### src/rtl/time_keeper_pkg.sv
// Shared mode encodings for the digital clock blocks, plus a
// compare-and-wrap increment used by the time-of-day counters.
package time_keeper_pkg;

  localparam logic [1:0] M1_TIME  = 2'd0;
  localparam logic [1:0] M1_DATE  = 2'd1;
  localparam logic [1:0] M1_TIMER = 2'd2;
  localparam logic [1:0] M1_ALARM = 2'd3;

  localparam logic [1:0] M2_TIME_G    = 2'd0;
  localparam logic [1:0] M2_TIME_HOUR = 2'd1;
  localparam logic [1:0] M2_TIME_MIN  = 2'd2;

  localparam logic [5:0] SEC_MAX  = 6'd59;
  localparam logic [5:0] MIN_MAX  = 6'd59;
  localparam logic [4:0] HOUR_MAX = 5'd23;

  function automatic logic [5:0] inc_wrap(input logic [5:0] v, input logic [5:0] max);
    return (v == max) ? 6'd0 : v + 6'd1;
  endfunction

endpackage

### src/rtl/time_keeper_tick_gen.sv
// Prescaler producing a one-cycle sec_tick every CLKS_PER_SEC clocks;
// hold parks the count at 0 so counting restarts a full second later.
module tick_gen #(
  parameter int CLKS_PER_SEC = 100
) (
  input  logic clk,
  input  logic reset,
  input  logic hold,
  output logic sec_tick
);

  localparam int CW = $clog2(CLKS_PER_SEC);
  localparam logic [CW-1:0] LAST = CW'(CLKS_PER_SEC - 1);

  logic [CW-1:0] count_q, count_d;

  always_comb begin
    count_d = count_q + CW'(1);
    if (hold || count_q == LAST) count_d = '0;
  end

  always_ff @(posedge clk) begin
    if (reset) count_q <= '0;
    else       count_q <= count_d;
  end

  assign sec_tick = (count_q == LAST) && !hold;

endmodule

### src/rtl/time_keeper.sv
// 24 h time-of-day counter with hour/min setting in TIME mode; emits
// registered min_tick/day_tick pulses only on counted rollovers.
module time_keeper
  import time_keeper_pkg::*;
#(
  parameter int CLKS_PER_SEC = 100
) (
  input  logic       clk,
  input  logic       reset,
  input  logic [1:0] mode1,
  input  logic [1:0] mode2,
  input  logic       increase,
  output logic [4:0] hours,
  output logic [5:0] mins,
  output logic [5:0] secs,
  output logic       min_tick,
  output logic       day_tick
);

  logic [4:0] hours_q, hours_d;
  logic [5:0] mins_q, mins_d, secs_q, secs_d;
  logic       min_tick_q, min_tick_d, day_tick_q, day_tick_d;
  logic       inc_prev_q;
  logic       set_hour, set_min, set_mode, inc_rise, sec_tick;

  assign set_hour = (mode1 == M1_TIME) && (mode2 == M2_TIME_HOUR);
  assign set_min  = (mode1 == M1_TIME) && (mode2 == M2_TIME_MIN);
  assign set_mode = set_hour || set_min;
  assign inc_rise = increase && !inc_prev_q;

  tick_gen #(.CLKS_PER_SEC(CLKS_PER_SEC)) u_tick_gen (
    .clk      (clk),
    .reset    (reset),
    .hold     (set_mode),
    .sec_tick (sec_tick)
  );

  always_comb begin
    hours_d    = hours_q;
    mins_d     = mins_q;
    secs_d     = secs_q;
    min_tick_d = 1'b0;
    day_tick_d = 1'b0;
    if (set_hour && inc_rise) begin
      hours_d = 5'(inc_wrap({1'b0, hours_q}, {1'b0, HOUR_MAX}));
    end else if (set_min && inc_rise) begin
      mins_d = inc_wrap(mins_q, MIN_MAX);
      secs_d = 6'd0;
    end else if (sec_tick) begin
      // Carry chain: each stage advances only when the one below wraps.
      secs_d = inc_wrap(secs_q, SEC_MAX);
      if (secs_q == SEC_MAX) begin
        mins_d     = inc_wrap(mins_q, MIN_MAX);
        min_tick_d = 1'b1;
        if (mins_q == MIN_MAX) begin
          hours_d = 5'(inc_wrap({1'b0, hours_q}, {1'b0, HOUR_MAX}));
          if (hours_q == HOUR_MAX) day_tick_d = 1'b1;
        end
      end
    end
  end

  always_ff @(posedge clk) begin
    if (reset) begin
      hours_q    <= '0;
      mins_q     <= '0;
      secs_q     <= '0;
      min_tick_q <= 1'b0;
      day_tick_q <= 1'b0;
      inc_prev_q <= 1'b0;
    end else begin
      hours_q    <= hours_d;
      mins_q     <= mins_d;
      secs_q     <= secs_d;
      min_tick_q <= min_tick_d;
      day_tick_q <= day_tick_d;
      inc_prev_q <= increase;
    end
  end

  assign hours    = hours_q;
  assign mins     = mins_q;
  assign secs     = secs_q;
  assign min_tick = min_tick_q;
  assign day_tick = day_tick_q;

endmodule

### config.mk
export PLATFORM = sky130hd
export DESIGN_NAME = time_keeper
export DESIGN_NICKNAME = d
export VERILOG_FILES = /design/src/rtl/time_keeper_pkg.sv /design/src/rtl/time_keeper_tick_gen.sv /design/src/rtl/time_keeper.sv
export SDC_FILE = /design/constraint.sdc
export NUM_CORES = 1
export LEC_CHECK = 0
export ABC_AREA = 1
export CAP_MARGIN = 20
export CORE_MARGIN = 5
export CORE_UTILIZATION = 35
export DETAILED_ROUTE_END_ITERATION = 8
export GPL_TIMING_DRIVEN = 0
export SKIP_CTS_REPAIR_TIMING = 1
export SLEW_MARGIN = 20
export SYNTH_ARGS = -nofsm -noshare
export SYNTH_HDL_FRONTEND = slang
export SYNTH_SLANG_ARGS = --single-unit
### constraint.sdc
create_clock -name clk -period 1.7 [get_ports clk]
set_input_delay 0.17 -clock clk [delete_from_list [all_inputs] [get_ports clk]]
set_output_delay 0.17 -clock clk [all_outputs]
set_load 0.005 [all_outputs]
==> flow_summary.ini, run 1 <==
[timing]
finalCritPeriodShare_pct = 88.98
drv_slew = 0
tightest_slew_ps = 321.5
hold_slack_ps = 185.9
tns_ps = 0
max_freq_mhz = 661.1
hold_viol_final = 0
relSlewSlack_pct = 78.49
rsz0062_at_grt = no
worst_clock_skew_ps = 6.525
finalSetupViolCount = 0
fin_crit_ps = 1513

[cells_and_area]
n_antenna_cell = 0
drive_above_1_share_pct = 15.64
syn2layout_area_growth_pct = 23.05
final_nets = 255
n_fill_cell = 458
fin_area_um2 = 1891
multi_input_area_um2 = 879.6
seqCellArea_um2 = 540.5
fin_util_pct = 44.03

[global_route]
gr-total-overflow = 0
grt_pass1_vias = 1179
grtUsageMet1_pct = 14.39
grt_use_met3_pct = 2.009
grt_use_total_pct = 10.52
grt_pass1_wl_um = 5271
top_usage_layer = met2
antenna_found_initial = 0
global_route.usage.met2_pct = 16.95
grt_max_degree = 17

[synthesis]
ys_seq_area_share_pct = 35.18
synthDistinctLibCells = 30
yosysWarnings = 0
synth_seq_cells = 27
syn_nets = 226
syn-mean-instance-area_um2 = 7.146
syn_area_um2 = 1536
synth_cells = 215

[drt]
drt_iter0_drc = 83
drc = 0
via_per_inst = 4.668
firstDrtPassIters = 4
routed_wl_um = 3048
vias = 1377
wl_per_cell_um = 10.33
ant_nets = 0

[clock_network]
worst_skew_pair.late_latency_ps = 280
cts_made_buffers = 3
cts_tree = yes
cts_root_buffer = clkbuf_8
clockBufferDepth = 2
ctsHtreeMaxLevel = 1
path_clk_slew_ps = 100
cts.sinks = 27

[floorplan]
fp.dieW_um = 76.26
num_io_pins = 26
start_util_pct = 35.78
die_y_um = 76.26
coreArea_um2 = 4294
rows = 24
dieArea_um2 = 5815

[hold_path]
min_from = reset
holdPathStages = 2
holdCritPathClass = input port to flop
holdPathEnd = hours[2]

[pwr]
power_density_nw_per_um2 = 579.4
ir_drop_mv = 0.3119
total_power_uw = 1095
leakage_uw = 0.0007667

[worst_setup_path]
setup.worst_path.end_class = flop
rr_worst_depth = 8
r2r-end = mins[0]
crit_arrival_ps = 1690
r2r_slack_ps = 190
crit_type = flop to flop
critical_path.max_fanout = 10
worstPathRequired_ps = 1880
reg2reg_from = u_tick_gen.count_q[0]
start_kind = flop

[placement]
gp_congestion = 0.7817
port_buffers = 24
hpwlAfterDp_um = 2334
placed_area_um2 = 1842

[job]
maxCapViolCount = 0

[run_status]
outcome = finished, final reports clean
## stage by stage
stage	instances	setup slack, ps
4_1_cts	295	147.9
5_1_grt	295	19.22
3_5_place_dp	291	65.38
6_report	295	187.3
2_1_floorplan	215	324.3
3_3_place_gp	291	62.56
## synth_stat cells (all sizes together)
cell type / instances / share of area (%)
nor2: 52 / 15
nand2: 46 / 14
dfxtp: 27 / 35
nand3: 24 / 9.8
inv: 23 / 5.6
a21oi: 13 / 5.0
o21ai: 9 / 3.7
ha: 4 / 3.3
buf: 3 / 1.4
nand4: 3 / 1.2
or2: 3 / 1.2
clkinv: 2 / 0.57
o21bai: 2 / 0.98
nand3b: 1 / 1.3
nor3: 1 / 0.33
nor4: 1 / 0.41
xnor2: 1 / 0.57
## cell families after synthesis
kind of cell | count (synthesis) | synth area share (%)
flip-flops | 27 | 35.18
XOR/XNOR | 1 | 0.5701
AND/OR/NAND/NOR | 131 | 43.81
buffers and inverters | 28 | 7.573
AO/OA/AOI/OAI | 24 | 9.610
adder cells (fa/ha/maj) | 4 | 3.257
## where the power goes
group	switching (µW)	internal, µW
Combinational	40.0	30.1
Sequential	8.33	641
Clock	209	167
Total	258	838
## critical path, cell delays in order (launching register included)
cell	delay (ps)
dfxtp_1	380
ha_1	150
inv_1	80
nor2_4	120
nand3_4	110
o21ai_4	300
nand2_4	110
nor2_1	110
nor2_1	50
## final cells by class
class,instances,area share (%)
inverters,25,5.030
clock buffers,3,2.184
well taps,52,3.441
plain buffers,3,1.125
repair buffers,24,12.71
clock inverters,1,0.3971
flip-flops and latches,27,28.59
multi-input cells,160,46.53
## metal layers
metal	wire, µm	up-vias
met4	29	0
met1	1529	603
met5	0	-
met2	1335	28
met3	153	4
li1	-	742
## cell usage in the layout (no fill, tap or decap), types with 2 or more instances in the layout
cell,count
a21oi_1,10
a21oi_2,3
buf_2,2
clkbuf_8,3
clkdlybuf4s50_1,24
dfxtp_1,27
ha_1,4
inv_1,21
inv_2,2
nand2_1,38
nand2_2,5
nand2_4,2
nand3_1,21
nand3_4,2
nand4_1,3
nor2_1,43
nor2_2,5
nor2_4,4
o21ai_0,6
o21ai_1,2
o21bai_1,2
or2_2,3
## worst max path at each step
stage	startpoint	end	slack [ps]	cells past startpoint
final	u_tick_gen.count_q[0]	mins[0]	190	8
after global routing	u_tick_gen.count_q[0]	mins[4]	20	9
after CTS	u_tick_gen.count_q[0]	mins[5]	150	9
after detailed placement	mode2[1]	mins[5]	70	10
after global placement	mode2[1]	mins[5]	60	10
after floorplan	u_tick_gen.count_q[0]	hours[4]	320	10
## flip-flops by register name, indices dropped and copies added (netlist names)
register	flops
mins	6
hours	5
inc_prev_q	1
min_tick	1
u_tick_gen.count_q	7
secs	6
day_tick	1
Note: power is estimated with default switching activity, not from simulation.
==> run 2: changes to the inputs <==
--- a/config.mk
+++ b/config.mk
@@ -8,9 +8,11 @@
 export ABC_AREA = 1
 export CAP_MARGIN = 20
 export CORE_MARGIN = 5
-export CORE_UTILIZATION = 35
+export CORE_UTILIZATION = 52
+export CTS_BUF_LIST = sky130_fd_sc_hd__clkbuf_8
 export DETAILED_ROUTE_END_ITERATION = 8
 export GPL_TIMING_DRIVEN = 0
+export PLACE_DENSITY = 0.78
 export SKIP_CTS_REPAIR_TIMING = 1
 export SLEW_MARGIN = 20
 export SYNTH_ARGS = -nofsm -noshare
==> run 2 against run 1 <==
  * Clock skew down 3.7 ps
  * Wire length down 4.9%
  * Design area down 1.5%
  * Register-to-register slack about the same
  * Non-clock buffer count unchanged
  * Fmax down 0.18%
  * Sequential power about the same
  * Worst hold slack worse by 12 ps
  * First-iteration DRC count up 47%
  * Global-route usage up 4.2 points
  * Critical path type unchanged
==> flow_summary.ini, run 2 (synthesis gave the netlist of run 1 again) <==
[cells_and_area]
drive_above_1_share_pct = 15.64
final_nets = 255
final_common_cell = nor2_1
finalNonFillerCells = 274
regMostFlops = u_tick_gen.count_q
n_antenna_cell = 0
syn2layout_area_growth_pct = 21.17
mostFrequentLayoutCells = nor2_1, nand2_1, dfxtp_1
largest_reg_flops = 7

[timing]
relSlewSlack_pct = 78.33
max_freq_mhz = 659.9
drv_slew = 0
worst_clock_skew_ps = 2.844
hold_viol_final = 0
rsz0062_at_grt = no
finalSetupViolCount = 0
fin_crit_ps = 1515
tns_ps = 0
tightest_slew_ps = 323.9
finalCritPeriodShare_pct = 89.14

[worst_setup_path]
worstPathRequired_ps = 1920
critPathSlowestCell = dfxtp_1
setup.worst_path.end_class = flop
path_cells = ha_1 > inv_1 > nor2_4 > nand3_4 > o21ai_4 > nand2_4 > clkinv_2 > nor2_1 > nor2_2
critical_path.max_fanout = 10
slowest_delay_ps = 380
crit_arrival_ps = 1730
start_kind = flop
crit_type = flop to flop

[drt]
via_per_inst = 4.949
drt_iter0_drc = 122
firstDrtPassIters = 4
vias = 1356
routed_wl_um = 2899
drc = 0
ant_nets = 0
wl_per_cell_um = 10.58

[pwr]
leakage_uw = 0.0007705
power_density_nw_per_um2 = 582.1
ir_drop_mv = 0.3663

[floorplan]
num_io_pins = 26
coreArea_um2 = 2805
fp.dieW_um = 64.36
dieArea_um2 = 4142
start_util_pct = 54.77
die_y_um = 64.36
rows = 19

[global_route]
antenna_found_initial = 0
grt_max_degree = 16
gr-total-overflow = 0
top_usage_layer = met2
grt_pass1_wl_um = 5023
grt_use_total_pct = 14.68
global_route.usage.met2_pct = 23.07
grt_pass1_vias = 1143
grt_use_met3_pct = 2.627
grtUsageMet1_pct = 20.30

[job]
maxCapViolCount = 0

[clock_network]
cts_root_buffer = clkbuf_8
cts_made_buffers = 3
clockBufferDepth = 2
path_clk_slew_ps = 90
worst_skew_pair.late_latency_ps = 270
ctsHtreeMaxLevel = 1
cts.sinks = 27
cts_tree = yes

[placement]
hpwlAfterDp_um = 2163
dp.cells = 270
port_buffers = 24
gp_congestion = 0.9308

[run_status]
outcome = finished, final reports clean

[hold_path]
holdCritPathClass = input port to flop
## run 2: layout make-up
class,count,area [µm²]
Clock inverter,1,5.005
Clock buffer,3,41.29
Timing Repair Buffer,24,240.2
Tap cell,31,38.79
Fill cell,259,943.4
Buffer,3,21.27
Sequential cell,27,540.5
Multi-Input combinational cell,160,879.6
Inverter,25,95.09
## run 2: final timing paths
| check | cells past startpoint | to | slack, ps | start |
|---|---|---|---|---|
| max | 9 | mins[5] | 180 | u_tick_gen.count_q[0] |
| min | 2 | hours[3] | 170 | reset |
| max reg2reg | 9 | mins[5] | 180 | u_tick_gen.count_q[0] |
| min reg2reg | 1 | u_tick_gen.count_q[0] | 470 | u_tick_gen.count_q[0] |
## run 2: critical path, delay by kind of cell, from the launching register on
family / cells / cell delay, ps
simple gates: 5 / 460
flops: 1 / 380
compound gates: 1 / 300
fa+ha+maj: 1 / 160
buf+inv: 2 / 150
## run 2: power by group
| group | leakage, µW | internal [µW] | switching, µW | total, µW |
|---|---|---|---|---|
| sequential | 0.000218 | 641 | 8.44 | 650 |
| clock | 0.0000255 | 164 | 200 | 364 |
| combinational | 0.000527 | 30.1 | 39.9 | 69.9 |
| total | 0.000770 | 835 | 248 | 1080 |
## run 2: metal layers
layer | wire length [µm] | vias up
li1 | - | 743
met5 | 0 | -
met3 | 108 | 5
met2 | 1255 | 26
met1 | 1496 | 582
met4 | 38 | 0
## run 2: per-stage QoR
step                power, µW  util, %  hold WS (ps)  setup slack, ps  cell area [µm²]
floorplan               708.1        -         294.9            324.3             1536
global placement        733.8    64.72         443.9            80.00             1815
detailed placement      735.0    64.72         452.3            70.10             1815
CTS                      1102    66.37         174.5            137.4             1862
global route             1143    66.37         172.8            24.07             1862
finish                   1084    66.37         174.1            184.7             1862
==> run 3: changes to the inputs <==
--- a/config.mk
+++ b/config.mk
@@ -8,11 +8,11 @@
 export ABC_AREA = 1
 export CAP_MARGIN = 20
 export CORE_MARGIN = 5
-export CORE_UTILIZATION = 52
+export CORE_UTILIZATION = 54
 export CTS_BUF_LIST = sky130_fd_sc_hd__clkbuf_8
 export DETAILED_ROUTE_END_ITERATION = 8
 export GPL_TIMING_DRIVEN = 0
-export PLACE_DENSITY = 0.78
+export PLACE_DENSITY = 0.81
 export SKIP_CTS_REPAIR_TIMING = 1
 export SLEW_MARGIN = 20
 export SYNTH_ARGS = -nofsm -noshare
==> run 3 against run 2 <==
  * Total power down 0.82%
  * Sequential power about the same
  * Largest power group unchanged
  * Critical path depth stayed put
  * Sequential share of layout area about the same
  * Register-to-register slack about the same
  * Fmax decreased by 0.86%
  * Design area about the same
  * Clock power is 2% lower
  * Combinational power decreased by 0.6%
  * Worst setup slack lost 13 ps
==> flow_summary.ini, run 3 (synthesis gave the netlist of run 1 again) <==
[clock_network]
ctsHtreeMaxLevel = 1
clockBufferDepth = 2
cts_tree = yes
path_clk_slew_ps = 90
worst_skew_pair.late_latency_ps = 270
cts_root_buffer = clkbuf_8
cts.sinks = 27
cts_made_buffers = 3

[timing]
finalSetupViolCount = 0
rsz0062_at_grt = no
finalCritPeriodShare_pct = 89.91
relSlewSlack_pct = 77.91
hold_viol_final = 0
max_freq_mhz = 654.3
fin_crit_ps = 1528
worst_clock_skew_ps = 3.171
drv_slew = 0
tightest_slew_ps = 330.1
tns_ps = 0

[worst_setup_path]
crit_type = flop to flop
critical_path.max_fanout = 10
crit_arrival_ps = 1750
setup.worst_path.end_class = flop
worstPathRequired_ps = 1920
rr_worst_depth = 9
start_kind = flop

[cells_and_area]
drive_above_1_share_pct = 15.23
n_antenna_cell = 0
syn2layout_area_growth_pct = 21.09
mostFrequentLayoutCells = nor2_1, nand2_1, dfxtp_1
n_fill_cell = 250
final_nets = 255
regMostFlops = u_tick_gen.count_q
final_common_cell = nor2_1
largest_reg_flops = 7

[hold_path]
holdCritPathClass = input port to flop
holdPathStages = 2

[placement]
hpwlAfterDp_um = 2155
port_buffers = 24
gp_congestion = 0.8791

[floorplan]
coreArea_um2 = 2734
fp.dieW_um = 63.34
start_util_pct = 56.20
dieArea_um2 = 4012
num_io_pins = 26
die_y_um = 63.34
rows = 19

[pwr]
leakage_uw = 0.0007719
clkPwrFrac_pct = 33.1
netSwitchingFraction_pct = 22.50
p_comb_share_pct = 6.5
total_power_uw = 1075
seq_power_share_pct = 60.4
power.internal_uw = 833.0
switchingPower_uw = 241.8
ir_drop_mv = 0.4016
power_density_nw_per_um2 = 577.7

[drt]
vias = 1400
firstDrtPassIters = 4
ant_nets = 0
via_per_inst = 5.109
routed_wl_um = 2869
drc = 0
wl_per_cell_um = 10.47
drt_iter0_drc = 75

[global_route]
grt_pass1_wl_um = 5016
grt_max_degree = 15
gr-total-overflow = 0
grt_pass1_vias = 1213
grt_use_total_pct = 14.68
antenna_found_initial = 0

[job]
maxCapViolCount = 0

[run_status]
outcome = finished, final reports clean
## run 3: cell types whose count changed in the layout (fill, tap and decap cells not counted)
cell,previous run,this run
inv_1,21,22
clkinv_2,2,1
## run 3: power by group through the flow
| stage | registers (µW) | clock network, µW | logic, µW |
|---|---|---|---|
| 2_1_floorplan | 663 | 0 | 45.1 |
| 3_3_place_gp | 664 | 0 | 69.1 |
| 3_5_place_dp | 664 | 0 | 70.1 |
| 4_1_cts | 650 | 372 | 70.2 |
| 5_1_grt | 652 | 410 | 77.7 |
| 6_report | 649 | 356 | 69.5 |
## run 3: layout make-up
type / instances / area, µm² / share of cell area [%]
buffer: 3 / 21.27 / 1.143
clock buffer: 3 / 41.29 / 2.219
clock inverter: 1 / 3.754 / 0.2017
inverter: 25 / 95.09 / 5.111
multi-input combinational: 160 / 879.6 / 47.28
sequential: 27 / 540.5 / 29.05
tap: 31 / 38.79 / 2.085
timing repair buffer: 24 / 240.2 / 12.91
## run 3: critical path: stages, from the launching register on
cell and delay (ps):
dfxtp_1 380, ha_1 160, inv_1 80, nor2_4 120, nand3_4 100, o21ai_4 300, nand2_4 110, clkinv_2 90
nor2_1 50, nor2_2 90
## run 3: path summary, 6_finish.rpt
check	start	end	slack, ps
worst max-delay path	u_tick_gen.count_q[0]	mins[5]	170
worst min-delay path	reset	hours[3]	180
worst max register to register	u_tick_gen.count_q[0]	mins[5]	170
worst min register to register	u_tick_gen.count_q[0]	u_tick_gen.count_q[0]	470
## run 3: metrics by stage
step,utilization (%),cell area [µm²],worst slack (ps),hold slack (ps),cells
after global placement,66.41,1815,66.11,443.7,270
after detailed placement,66.41,1815,56.37,457.8,270
after global routing,68.05,1861,24.69,175.1,274
final,68.05,1861,171.6,180.5,274
after CTS,68.05,1861,128.5,171.6,274
after floorplan,-,1536,324.3,294.9,215
## run 3: routing by layer
layer  wire (µm)  global-route usage (%)
met4          43                   5.455
met3         139                   2.664
met5           0                       0
met1        1365                   19.10
met2        1321                   23.98
